### src/rtl/fetch_unit_if.sv
// Fetch-stage signal bundle: instruction-memory port, execute redirect/halt inputs,
// decode-side valid/ready output and the sticky error flag.
interface fetch_unit_if;
   logic        imem_req;
   logic [15:0] imem_addr;
   logic        imem_ready;
   logic [15:0] imem_rdata;
   logic        redirect;
   logic [15:0] redirect_pc;
   logic        halt;
   logic        inst_valid;
   logic        inst_ready;
   logic [15:0] inst;
   logic [15:0] inst_pc;
   logic [15:0] pc_plus2;
   logic        err;

   modport master (
      output imem_req, imem_addr, inst_valid, inst, inst_pc, pc_plus2, err,
      input  imem_ready, imem_rdata, redirect, redirect_pc, halt, inst_ready
   );
   modport slave (
      input  imem_req, imem_addr, inst_valid, inst, inst_pc, pc_plus2, err,
      output imem_ready, imem_rdata, redirect, redirect_pc, halt, inst_ready
   );
endinterface

### src/rtl/fetch_unit.sv
// Instruction fetch stage: owns the PC, fetches words over req/ready, buffers them for decode.
// Define FETCH_BYPASS_EN to forward a returning word straight to decode when the buffer is empty.
module fetch_unit #(
   parameter logic [15:0] RESET_PC  = 16'h0000,
   parameter int          BUF_DEPTH = 2
) (
   input  logic         clk,
   input  logic         rst_n,
   fetch_unit_if.master bus
);
   localparam int PTR_W = $clog2(BUF_DEPTH);
   localparam int CNT_W = PTR_W + 1;
   localparam logic [CNT_W-1:0] DEPTH_C = CNT_W'(BUF_DEPTH);

   localparam logic [1:0] IDLE   = 2'd0;
   localparam logic [1:0] WAIT   = 2'd1;
   localparam logic [1:0] DRAIN  = 2'd2;
   localparam logic [1:0] HALTED = 2'd3;

   typedef struct packed {
      logic [15:0] pc;
      logic [15:0] word;
   } entry_t;

   logic [1:0]       state_q, state_d;
   logic [15:0]      pc_q, pc_d;
   logic [15:0]      addr_q, addr_d;
   logic             halt_pend_q, halt_pend_d;
   logic             err_q, err_d;
   logic [CNT_W-1:0] count_q, count_d;
   logic [PTR_W-1:0] rd_ptr_q, rd_ptr_d, wr_ptr_q, wr_ptr_d;
   entry_t           mem_q [BUF_DEPTH];
   entry_t           mem_d [BUF_DEPTH];

   logic   flush, do_halt, do_redir, misalign, stop, outstanding, issue;
   logic   capture, bypass, push, pop, pop_buf;
   entry_t head;

   always_comb begin
      flush       = (bus.redirect | bus.halt) & (state_q != HALTED);
      do_halt     = bus.halt & (state_q != HALTED);
      do_redir    = bus.redirect & ~bus.halt & (state_q != HALTED);
      misalign    = do_redir & bus.redirect_pc[0];
      stop        = do_halt | misalign;
      outstanding = (state_q == WAIT) | (state_q == DRAIN);
      // rst_n gate keeps imem_req low while reset is held
      issue       = rst_n & (state_q == IDLE) & (count_q < DEPTH_C) & ~flush;

      bus.imem_req  = issue | outstanding;
      bus.imem_addr = outstanding ? addr_q : pc_q;

      // only a non-flushed return on the current path is kept
      capture = bus.imem_ready & ~flush & (issue | (state_q == WAIT));
`ifdef FETCH_BYPASS_EN
      bypass  = capture & (count_q == '0);
`else
      bypass  = 1'b0;
`endif
      head           = bypass ? entry_t'{pc: bus.imem_addr, word: bus.imem_rdata} : mem_q[rd_ptr_q];
      bus.inst_valid = ((count_q != '0) & ~flush) | bypass;
      bus.inst       = head.word;
      bus.inst_pc    = head.pc;
      bus.pc_plus2   = head.pc + 16'd2;
      bus.err        = err_q;

      pop     = bus.inst_valid & bus.inst_ready;
      pop_buf = pop & ~bypass;
      push    = capture & ~(bypass & bus.inst_ready);
   end

   always_comb begin
      state_d     = state_q;
      pc_d        = pc_q;
      addr_d      = addr_q;
      halt_pend_d = halt_pend_q;
      err_d       = err_q | misalign;
      if (issue)   addr_d = pc_q;
      if (capture) pc_d   = pc_q + 16'd2;

      case (state_q)
         IDLE: begin
            if (stop)                            state_d = HALTED;
            else if (do_redir)                   pc_d    = bus.redirect_pc;
            else if (issue && !bus.imem_ready)   state_d = WAIT;
         end
         WAIT: begin
            if (stop) begin
               state_d     = bus.imem_ready ? HALTED : DRAIN;
               halt_pend_d = 1'b1;
            end else if (do_redir) begin
               pc_d    = bus.redirect_pc;
               state_d = bus.imem_ready ? IDLE : DRAIN;
            end else if (bus.imem_ready) begin
               state_d = IDLE;
            end
         end
         DRAIN: begin
            if (stop)          halt_pend_d = 1'b1;
            else if (do_redir) pc_d        = bus.redirect_pc;
            if (bus.imem_ready) begin
               state_d     = (halt_pend_q | stop) ? HALTED : IDLE;
               halt_pend_d = 1'b0;
            end
         end
         default: ;
      endcase
   end

   always_comb begin
      mem_d    = mem_q;
      rd_ptr_d = rd_ptr_q;
      wr_ptr_d = wr_ptr_q;
      count_d  = count_q;
      if (flush) begin
         rd_ptr_d = '0;
         wr_ptr_d = '0;
         count_d  = '0;
      end else begin
         if (push) begin
            mem_d[wr_ptr_q] = '{pc: bus.imem_addr, word: bus.imem_rdata};
            wr_ptr_d        = wr_ptr_q + PTR_W'(1);
         end
         if (pop_buf) rd_ptr_d = rd_ptr_q + PTR_W'(1);
         case ({push, pop_buf})
            2'b10:   count_d = count_q + CNT_W'(1);
            2'b01:   count_d = count_q - CNT_W'(1);
            default: count_d = count_q;
         endcase
      end
   end

   always_ff @(posedge clk or negedge rst_n) begin
      if (!rst_n) begin
         state_q     <= IDLE;
         pc_q        <= RESET_PC;
         addr_q      <= RESET_PC;
         halt_pend_q <= 1'b0;
         err_q       <= 1'b0;
         count_q     <= '0;
         rd_ptr_q    <= '0;
         wr_ptr_q    <= '0;
         for (int i = 0; i < BUF_DEPTH; i++) mem_q[i] <= '0;
      end else begin
         state_q     <= state_d;
         pc_q        <= pc_d;
         addr_q      <= addr_d;
         halt_pend_q <= halt_pend_d;
         err_q       <= err_d;
         count_q     <= count_d;
         rd_ptr_q    <= rd_ptr_d;
         wr_ptr_q    <= wr_ptr_d;
         mem_q       <= mem_d;
      end
   end
endmodule

### src/flat_wrapper.sv
// flat-port wrapper written by rule: the top's interface ports become plain ports
module fetch_unit_flat 
#(
   parameter logic [15:0] RESET_PC  = 16'h0000,
   parameter int          BUF_DEPTH = 2
)
  (clk, rst_n, bus_imem_req, bus_imem_addr, bus_inst_valid, bus_inst, bus_inst_pc, bus_pc_plus2, bus_err, bus_imem_ready, bus_imem_rdata, bus_redirect, bus_redirect_pc, bus_halt, bus_inst_ready);
  fetch_unit_if bus_i ();
  input  logic clk;
  input  logic rst_n;
  output wire logic [$bits(bus_i.imem_req)-1:0] bus_imem_req;
  output wire logic [$bits(bus_i.imem_addr)-1:0] bus_imem_addr;
  output wire logic [$bits(bus_i.inst_valid)-1:0] bus_inst_valid;
  output wire logic [$bits(bus_i.inst)-1:0] bus_inst;
  output wire logic [$bits(bus_i.inst_pc)-1:0] bus_inst_pc;
  output wire logic [$bits(bus_i.pc_plus2)-1:0] bus_pc_plus2;
  output wire logic [$bits(bus_i.err)-1:0] bus_err;
  input wire logic [$bits(bus_i.imem_ready)-1:0] bus_imem_ready;
  input wire logic [$bits(bus_i.imem_rdata)-1:0] bus_imem_rdata;
  input wire logic [$bits(bus_i.redirect)-1:0] bus_redirect;
  input wire logic [$bits(bus_i.redirect_pc)-1:0] bus_redirect_pc;
  input wire logic [$bits(bus_i.halt)-1:0] bus_halt;
  input wire logic [$bits(bus_i.inst_ready)-1:0] bus_inst_ready;
  assign bus_imem_req = bus_i.imem_req;
  assign bus_imem_addr = bus_i.imem_addr;
  assign bus_inst_valid = bus_i.inst_valid;
  assign bus_inst = bus_i.inst;
  assign bus_inst_pc = bus_i.inst_pc;
  assign bus_pc_plus2 = bus_i.pc_plus2;
  assign bus_err = bus_i.err;
  assign bus_i.imem_ready = bus_imem_ready;
  assign bus_i.imem_rdata = bus_imem_rdata;
  assign bus_i.redirect = bus_redirect;
  assign bus_i.redirect_pc = bus_redirect_pc;
  assign bus_i.halt = bus_halt;
  assign bus_i.inst_ready = bus_inst_ready;
  fetch_unit #(.RESET_PC(RESET_PC), .BUF_DEPTH(BUF_DEPTH)) u_core (.clk(clk), .rst_n(rst_n), .bus(bus_i));
endmodule
### config.mk
export PLATFORM = sky130hd
export DESIGN_NAME = fetch_unit_flat
export DESIGN_NICKNAME = d
export VERILOG_FILES = /design/src/rtl/fetch_unit_if.sv /design/src/rtl/fetch_unit.sv /design/src/flat_wrapper.sv
export SDC_FILE = /design/constraint.sdc
export NUM_CORES = 1
export LEC_CHECK = 0
export ABC_CLOCK_PERIOD_IN_PS = 6200
export CORE_ASPECT_RATIO = 1.5
export CORE_MARGIN = 5
export CORE_UTILIZATION = 45
export DETAILED_ROUTE_END_ITERATION = 6
export GPL_TIMING_DRIVEN = 0
export PLACE_DENSITY = 0.74
export SKIP_CTS_REPAIR_TIMING = 1
export SLEW_MARGIN = 5
export SYNTH_ARGS = -nofsm -noshare
export SYNTH_HDL_FRONTEND = slang
export SYNTH_SLANG_ARGS = --single-unit
### constraint.sdc
create_clock -name clk -period 6.2 [get_ports clk]
set_input_delay 0.93 -clock clk [delete_from_list [all_inputs] [get_ports clk]]
set_output_delay 0.93 -clock clk [all_outputs]
set_load 0.05 [all_outputs]
==> reports/results.md, run 1 <==
• **status** complete, no violations
• **final core utilization** 59.1%
• **Post-synth EDFFs** 0
• **TritonCTS buffer count** 9
• **die area** 14,000 um^2
• **via-per-instance ratio** 5.37
• **post-layout net count** 649
• **classification of the worst setup path** reg -> out
• **Max Fanout on Critical Path** 10
• **height of the die** 143 um
• **Port Buffer Count** 104
• **Clock Latency Late Sink** 0.34 ns
• **post-route clock period utilization** 88.4%
• **final non-filler cell area** 6810 um^2
• **mean area per synthesized cell** 10.8 um^2
• **final weighted congestion in routability-driven placement** 0.834
• **final number of setup-violating endpoints** 0
• **Die Wd** 98.4 um
• **top-level I/O count** 105
• **maximum number of pins on one net before global-route repair** 59
• **Synth Flop Type** dfrtp_1
• **number of global-route vias before repair** 4,176
• **number of synthesized register bits** 104
• **cell area after synthesis** 5280 um^2
• **count of final hold-check violations** 0
• **unrepaired setup endpoints after global routing** false
• **total nets after synthesis** 533
• **max-slew violation count** 0
• **CP Data Required Time** 5.27 ns
• **number of max-capacitance violations reported** 0
• **clock period minus final worst setup slack** 5.48 ns
• **largest cells by area after synthesis** dfrtp_1 49%, mux2_2 15%, mux2i_1 4.2%
• **category of the worst setup path capture point** output port
• **# diodes** 0
• **cell area reported after detailed placement** 6530 um^2
• **worst vdd ir** 0.409 mV
• **number of standard cells after synthesis** 488
• **proportion of synthesized chip area in sequential cells** 49.3%
• **area growth from synthesis to layout** 29.0%
• **clock-pin slew on the worst setup and hold paths** 0.06 ns
• **clock tree buffer depth** 2
• **relative slew slack** 44.9%
• **Synth area leader** dfrtp_1
• **total core area** 11,500 um^2
• **portion of synthesized cell area occupied by the leading cell type** 49.3%
• **number of placement rows** 48
• **wire length per cell after detailed routing** 16.6 um
• **class of the most critical hold timing path** reg -> reg
• **Initial DRT Pass Iterations** 4
• **number of design rule violations left after detail routing** 0
• **Routed WL** 12.6 mm
• **data arrival time of the worst path** 4.55 ns
• **antenna violations before repair** 0
• **Async SR Flop Fraction** 100%
• **Syn. warnings** 0
• **transition at the pin with the smallest max-transition slack** 0.821 ns
• **Root Buffer** clkbuf_16
• **effective utilization at floorplan** 45.8%
• **ratio of cells with drive above 1 in the final layout** 16.7%
• **# clock sinks** 104
• **count of cell types in the netlist** 51
• **H-tree levels** 3
• **post-detailed-placement half-perimeter wirelength** 9.76 mm
• **worst-case setup slack after placement** 1.10 ns
• **upper clock frequency limit** 182 MHz
• **crit path setup slack, layout** 0.717 ns
• **PD cells** 603 nW/um^2
• **P_leak** 2.98 nW
• **residual antenna-violating net count after detailed routing** 0
• **DR vias** 4,073
• **clock tree from TritonCTS** yes
• **remaining global-route overflow** 0
• **critical path launch point type** flip-flop
• **overall fraction of global-route tracks in use** 18.4%
• **DRT iter0 DRCs** 179
• **final clock skew** 0.00693 ns
• **wire length of the first global-routing pass** 20.8 mm
==> final timing paths <==
check	slack, ns	to	startpoint	depth (start not counted)
max in group asynchronous	4.89	u_core.mem_q[29]	rst_n	2
worst max register to register	3.70	u_core.count_q[1]	u_core.state_q[0]	8
worst max-delay path	0.72	bus_pc_plus2[15]	u_core.rd_ptr_q	11
min in group asynchronous	0.61	u_core.state_q[0]	rst_n	1
worst min-delay path	0.47	u_core.bus.err	u_core.bus.err	1
worst min register to register	0.47	u_core.bus.err	u_core.bus.err	1
==> state kept, by name, summed over array words and instances, names as in the netlist <==
name / count
u_core.addr_q: 16
u_core.count_q: 2
u_core.pc_q: 16
u_core.bus.err: 1
u_core.wr_ptr_q: 1
u_core.state_q: 2
u_core.mem_q: 64
u_core.rd_ptr_q: 1
u_core.halt_pend_q: 1
==> cells in the mapped netlist, drive strengths merged, types with 3 or more instances <==
library cell    n
nand4b          3
a31oi           8
inv            27
dfrtp         104
mux2i          22
nand4           9
o21ai          44
nand3          14
o2111ai         4
nand3b          3
ha              7
a21oi           7
buf            16
o31ai           4
nor2           14
xnor2          11
o211ai          3
clkbuf         13
or4             7
xor2            9
nand2          53
mux2           75
or3             4
==> per-stage QoR <==
| step | TNS (ns) | cells | hold WS (ns) | power [W] |
|---|---|---|---|---|
| 2_1_floorplan | 0 | 488 | 0.444 | 0.00282 |
| 4_1_cts | 0 | 759 | 0.475 | 0.00414 |
| 6_report | 0 | 759 | 0.466 | 0.00411 |
| 3_5_place_dp | 0 | 743 | 0.456 | 0.00361 |
| 5_1_grt | 0 | 759 | 0.495 | 0.00432 |
| 3_3_place_gp | -37.13 | 742 | 0.439 | 0.00355 |
==> cell usage in the layout (no fill, tap or decap), drive strengths merged, types with 7 or more instances in the layout <==
cell,n
a21oi,7
a31oi,8
buf,18
clkbuf,25
clkdlybuf4s50,103
dfrtp,104
ha,7
inv,27
mux2,75
mux2i,22
nand2,53
nand3,14
nand4,9
nor2,14
o21ai,44
or4,7
xnor2,11
xor2,9
==> area by class of cell <==
class | count | area [um^2]
plain buffers | 29 | 139
clock buffers | 12 | 246
clock inverters | 4 | 30.0
fillers | 1014 | 4720
inverters | 27 | 101
multi-input cells | 328 | 2440
flip-flops and latches | 104 | 2600
well taps | 150 | 188
repair buffers | 105 | 1070
==> kinds of logic after synthesis <==
family                   Yosys count  synth area share [%]
buffers and inverters             56                  4.55
XOR/XNOR                          20                  3.32
adder cells (fa/ha/maj)            7                  1.66
flip-flops                       104                  49.3
AO/OA/AOI/OAI                     84                  9.72
AND/OR/NAND/NOR                  120                  11.3
multiplexers                      97                  20.2
==> where the power goes <==
| part | internal, W | switching [W] | leakage (nW) |
|---|---|---|---|
| clock network | 0.000284 | 0.000235 | 0.133 |
| logic | 0.000887 | 0.00155 | 1.53 |
| registers | 0.000949 | 0.000201 | 1.31 |
| total | 0.00212 | 0.00199 | 2.98 |
==> metal layers <==
metal,vias to the layer above,GRT usage (%),share of wire (%)
met4,0,6.98,2.0
met3,19,2.69,3.0
met1,2004,21.3,39
met2,84,34.3,56
li1,1966,-,-
met5,-,0,0
==> critical path, stage by stage, from the launching register on <==
cell	delay (ns)
dfrtp_1	0.32
buf_2	0.23
buf_1	0.45
buf_1	0.57
mux2i_1	0.21
inv_1	0.11
ha_1	0.24
nand4b_1	0.14
a211oi_1	0.73
nand4_1	0.20
xnor2_1	0.19
clkdlybuf4s50_1	0.82
Power figures use the tool's default switching activity.
==> run 2, diff against run 1 <==
==> constraint.sdc (replaced) <==
create_clock -name clk -period 6.2 [get_ports clk]
set_input_delay 1.86 -clock clk [delete_from_list [all_inputs] [get_ports clk]]
set_output_delay 1.86 -clock clk [all_outputs]
set_load 0.05 [all_outputs]
==> run 2 against run 1 <==
  * Die area is the same
  * Highest routed layer unchanged
  * Critical endpoint is now bus_imem_req
  * Global-route usage is the same
  * Wire length shrank 0.36%
  * Sequential power is essentially flat
  * Critical path depth shrank 4
==> reports/results.md, run 2 (synthesis results as in run 1) <==
• **wire length per cell after detailed routing** 16.6 um, -0.36%
• **post-detailed-placement half-perimeter wirelength** 9.76 mm, unchanged
• **unrepaired setup endpoints after global routing** false
• **top-level I/O count** 105, unchanged
• **Die Wd** 98.4 um, unchanged
• **overall fraction of global-route tracks in use** 18.4%, unchanged
• **class of the most critical hold timing path** reg -> reg
• **switching share of power** 48.4%, about the same
• **part of the power in the clock network** 12.7%, about the same
• **launch point of the worst path** rst_n
• **number of max-capacitance violations reported** 0, unchanged
• **area growth from synthesis to layout** 29.3%
• **worst-case setup slack after placement** -0.322 ns, -1.42 ns
• **Clock Latency Late Sink** 0.34 ns, about the same
• **FF-to-FF setup slack** 3.70 ns, about the same
• **post-layout net count** 649, unchanged
• **commonest non-fill, non-tap cells in the layout** 104 x dfrtp_1, 102 x clkdlybuf4s50_1, 71 x mux2_2, 53 x nand2_1, 43 x o21ai_0
• **number of flip-flops in the largest register** 64, unchanged
• **clock period minus final worst setup slack** 5.93 ns, +0.448 ns
• **ordered cell list for the critical path** clkbuf_8 -> buf_16 -> nand3b_1 -> nor2_2 -> buf_2 -> or2_2 -> dlymetal6s2s_1
• **combinational share of power** 59.4%, about the same
• **remaining global-route overflow** 0, unchanged
• **status** complete, no violations
• **height of the die** 143 um, unchanged
• **PD cells** 602 nW/um^2, -0.24%
• **most flop-heavy register** u_core.mem_q
• **number of design rule violations left after detail routing** 0, unchanged
• **relative slew slack** 54.3%, +9.4 points
• **category of the worst setup path capture point** output port
• **Worst Hold Margin** 0.466 ns, -0.0000380 ns
• **residual antenna-violating net count after detailed routing** 0, unchanged
• **clock-pin slew on the worst setup and hold paths** 0.06 ns, about the same
• **largest registers** u_core.mem_q x64, u_core.addr_q x16, u_core.pc_q x16
• **TritonCTS buffer count** 9, unchanged
• **wire length of the first global-routing pass** 20.8 mm, unchanged
• **antenna violations before repair** 0, unchanged
• **final weighted congestion in routability-driven placement** 0.834, unchanged
• **number of placement rows** 48, unchanged
• **worst vdd ir** 0.408 mV, -0.18%
• **number of global-route vias before repair** 4,176, unchanged
• **# clock sinks** 104, unchanged
• **Initial DRT Pass Iterations** 4, unchanged
• **critical path launch point type** input port
• **P_leak** 3.00 nW, +0.60%
• **reg2reg start** u_core.state_q[0]
• **ratio of cells with drive above 1 in the final layout** 17.2%, +0.49 points
• **effective utilization at floorplan** 45.8%, unchanged
• **total core area** 11,500 um^2, unchanged
• **max-slew violation count** 0, unchanged
• **Routed WL** 12.6 mm, -0.36%
• **cell with the largest stage delay on the worst path** dlymetal6s2s_1
• **transition at the pin with the smallest max-transition slack** 0.685 ns, -0.136 ns
• **crit path setup slack, layout** 0.269 ns, -0.448 ns
• **Port Buffer Count** 104, unchanged
• **H-tree levels** 3, unchanged
• **Slowest Stage Delay on Critical Path** 0.41 ns, -0.41 ns
• **upper clock frequency limit** 169 MHz, -7.6%
• **final number of setup-violating endpoints** 0, unchanged
• **cell internal power dissipation** 0.00212 W, about the same
• **die area** 14,000 um^2, unchanged
• **CP Data Required Time** 4.34 ns, -0.93 ns
• **classification of the worst setup path** in -> out
• **maximum number of pins on one net before global-route repair** 59, unchanged
• **# diodes** 0, unchanged
• **count of final hold-check violations** 0, unchanged
• **DR vias** 4,065, -0.20%
• **Max Fanout on Critical Path** 58, +48
• **net switching power** 0.00199 W, about the same
• **post-route clock period utilization** 95.7%, +7.2 points
• **Root Buffer** clkbuf_16
• **via-per-instance ratio** 5.36, -0.20%
• **setup total negative slack** 0 ns, unchanged
• **data arrival time of the worst path** 4.07 ns, -0.48 ns
• **Hold Crit Start** u_core.bus.err
• **final clock skew** 0.00783 ns, +0.000899 ns
• **leading cell type in the layout, fill and taps excluded** dfrtp_1
• **clock tree buffer depth** 2, unchanged
• **clock tree from TritonCTS** yes
• **Sequential Power Share** 28.0%, about the same
• **DRT iter0 DRCs** 173, -3.4%
## run 2: final timing paths
path                                     endpoint  cells past startpoint
worst min register to register     u_core.bus.err                      1
worst min-delay path               u_core.bus.err                      1
min in group asynchronous        u_core.mem_q[43]                      1
worst max register to register  u_core.count_q[1]                      8
max in group asynchronous        u_core.mem_q[29]                      2
worst max-delay path                 bus_imem_req                      7
## run 2: per-layer routing
| metal | vias up | GRT usage (%) | share of wire (%) |
|---|---|---|---|
| met1 | 1994 | 21.3 | 39 |
| met3 | 20 | 2.69 | 2.9 |
| li1 | 1967 | - | - |
| met4 | 0 | 6.98 | 2.1 |
| met5 | - | 0 | 0 |
| met2 | 84 | 34.3 | 56 |
## run 2: worst max-delay path, delay by kind of cell
family,cells,cell delay (ns)
buffers and inverters,4,1.42
AND/OR/NAND/NOR,3,0.76
## run 2: cell type report
class,count,area [um^2]
clock buffer,12,246
clock inverter,4,30.0
buffer,29,141
tap,150,188
timing repair buffer,105,1070
multi-input combinational,328,2440
fill,1014,4700
sequential,104,2600
inverter,27,101
## run 2: stage by stage
stage | util (%) | std cells | area, um^2 | total power, W
after floorplan | - | 488 | 5280 | 0.00282
after global placement | 56.4 | 742 | 6510 | 0.00355
after detailed placement | 56.7 | 743 | 6530 | 0.00361
after CTS | 59.1 | 759 | 6810 | 0.00414
after global routing | 59.2 | 759 | 6830 | 0.00433
final | 59.2 | 759 | 6830 | 0.00411
## run 2: power by group through the flow
stage / combinational, W / sequential (W) / clock, W
2_1_floorplan: 0.00173 / 0.00109 / 0
3_3_place_gp: 0.00242 / 0.00113 / 0
3_5_place_dp: 0.00246 / 0.00116 / 0
4_1_cts: 0.00246 / 0.00114 / 0.000532
5_1_grt: 0.00259 / 0.00118 / 0.000558
6_report: 0.00244 / 0.00115 / 0.000520
==> run 3, diff against run 2 <==
MAX_ROUTING_LAYER = met4   (was unset)
==> run 3 against run 2 <==
  * Highest routed layer unchanged
  * Via count down 0.27%
  * Cell count did not move
  * Largest power group unchanged
  * Setup slack gained 0.0060 ns
  * Sequential share of layout area unchanged
  * Critical endpoint unchanged
==> reports/results.md, run 3 (synthesis results as in run 1) <==
• **overall fraction of global-route tracks in use** 19.0%, +0.57 points
• **remaining global-route overflow** 0, unchanged
• **worst-case setup slack after placement** -0.322 ns, unchanged
• **clock tree from TritonCTS** yes
• **worst vdd ir** 0.410 mV, +0.31%
• **most flop-heavy register** u_core.mem_q
• **Die Wd** 98.4 um, unchanged
• **clock-pin slew on the worst setup and hold paths** 0.06 ns, about the same
• **classification of the worst setup path** in -> out
• **PD cells** 602 nW/um^2, about the same
• **maximum number of pins on one net before global-route repair** 59, unchanged
• **category of the worst setup path capture point** output port
• **Routed WL** 12.6 mm, about the same
• **end point of the critical path** bus_imem_req
• **data arrival time of the worst path** 4.06 ns, about the same
• **residual antenna-violating net count after detailed routing** 0, unchanged
• **# diodes** 0, unchanged
• **via-per-instance ratio** 5.34, -0.27%
• **wire length of the first global-routing pass** 20.8 mm, about the same
• **wire length per cell after detailed routing** 16.6 um, about the same
• **worst flop-to-flop path endpoint** u_core.count_q[1]
• **# clock sinks** 104, unchanged
• **CP Data Required Time** 4.34 ns, about the same
• **TritonCTS buffer count** 9, unchanged
• **DR vias** 4,054, -0.27%
• **post-detailed-placement half-perimeter wirelength** 9.76 mm, unchanged
• **clock period minus final worst setup slack** 5.92 ns, -0.00599 ns
• **count of final hold-check violations** 0, unchanged
• **relative slew slack** 54.8%, +0.46 points
• **total core area** 11,500 um^2, unchanged
• **number of global-route vias before repair** 4,181, +0.12%
• **upper clock frequency limit** 169 MHz, +0.10%
• **clock tree buffer depth** 2, unchanged
• **Initial DRT Pass Iterations** 4, unchanged
• **transition at the pin with the smallest max-transition slack** 0.678 ns, -0.00693 ns
• **FF-to-FF setup slack** 3.70 ns, about the same
• **status** complete, no violations
• **final weighted congestion in routability-driven placement** 0.847, +1.5%
• **launch point of the worst path** rst_n
• **unrepaired setup endpoints after global routing** false
• **DRT iter0 DRCs** 207, +20%
• **largest registers** u_core.mem_q x64, u_core.addr_q x16, u_core.pc_q x16
• **number of placement rows** 48, unchanged
• **commonest non-fill, non-tap cells in the layout** 104 x dfrtp_1, 102 x clkdlybuf4s50_1, 71 x mux2_2, 53 x nand2_1, 43 x o21ai_0
• **setup total negative slack** 0 ns, unchanged
• **number of cells traversed by the worst register-to-register path** 8, unchanged
• **Worst Hold Margin** 0.466 ns, -0.000126 ns
• **reg2reg start** u_core.state_q[0]
• **critical path launch point type** input port
• **height of the die** 143 um, unchanged
• **P_leak** 3.00 nW, unchanged
• **Root Buffer** clkbuf_16
• **die area** 14,000 um^2, unchanged
• **H-tree levels** 3, unchanged
• **effective utilization at floorplan** 45.8%, unchanged
• **post-route clock period utilization** 95.6%, -0.097 points
• **area growth from synthesis to layout** 29.3%, unchanged
• **max-slew violation count** 0, unchanged
• **Port Buffer Count** 104, unchanged
• **number of flip-flops in the largest register** 64, unchanged
• **Total Power Consumption** 0.00411 W, about the same
• **number of design rule violations left after detail routing** 0, unchanged
• **final clock skew** 0.00736 ns, -0.000471 ns
• **antenna violations before repair** 0, unchanged
• **number of max-capacitance violations reported** 0, unchanged
• **Max Fanout on Critical Path** 58, unchanged
• **leading cell type in the layout, fill and taps excluded** dfrtp_1
• **Clock Latency Late Sink** 0.34 ns, about the same
• **final number of setup-violating endpoints** 0, unchanged
• **ratio of cells with drive above 1 in the final layout** 17.2%, unchanged
• **crit path setup slack, layout** 0.275 ns, +0.00599 ns
• **top-level I/O count** 105, unchanged
• **class of the most critical hold timing path** reg -> reg
• **post-layout net count** 649, unchanged
run 3: cell counts in the layout (fill, tap and decap cells not counted):
Identical to the previous run, type by type.
run 3: stage by stage:
step,cells,utilization [%],instance area (um^2)
after floorplan,488,-,5280
after global placement,742,56.4,6510
after detailed placement,743,56.7,6530
after CTS,759,59.1,6810
after global routing,759,59.2,6830
final,759,59.2,6830
run 3: final cells by class:
type	count	area [um^2]
fillers	1014	4700
flip-flops and latches	104	2600
multi-input cells	328	2440
repair buffers	105	1070
clock buffers	12	246
well taps	150	188
plain buffers	29	141
inverters	27	101
clock inverters	4	30.0
run 3: worst min path at each step:
stage | startpoint | to | slack, ns | cells past startpoint
finish | u_core.bus.err | u_core.bus.err | 0.47 | 1
global route | u_core.mem_q[29] | u_core.mem_q[29] | 0.50 | 2
CTS | u_core.bus.err | u_core.bus.err | 0.48 | 1
detailed placement | u_core.bus.err | u_core.bus.err | 0.46 | 1
global placement | u_core.bus.err | u_core.bus.err | 0.44 | 1
floorplan | u_core.mem_q[16] | u_core.mem_q[16] | 0.44 | 2
run 3: report_power, final:
part | internal (W) | switching, W
clock | 0.000284 | 0.000235
sequential | 0.000949 | 0.000202
combinational | 0.000887 | 0.00155
run 3: metal layers:
| metal | share of wire (%) | wire [um] | up-vias | GRT usage [%] |
|---|---|---|---|---|
| li1 | - | - | 1968 | - |
| met1 | 40 | 4980 | 1977 | 21.4 |
| met2 | 55 | 6980 | 89 | 34.3 |
| met3 | 3.3 | 414 | 20 | 2.59 |
| met4 | 1.8 | 221 | 0 | 6.98 |
| met5 | 0 | 0 | - | - |
run 3: critical path: stages:
cell	delay (ns)
clkbuf_8	0.36
buf_16	0.30
nand3b_1	0.21
nor2_2	0.39
buf_2	0.33
or2_2	0.15
dlymetal6s2s_1	0.41
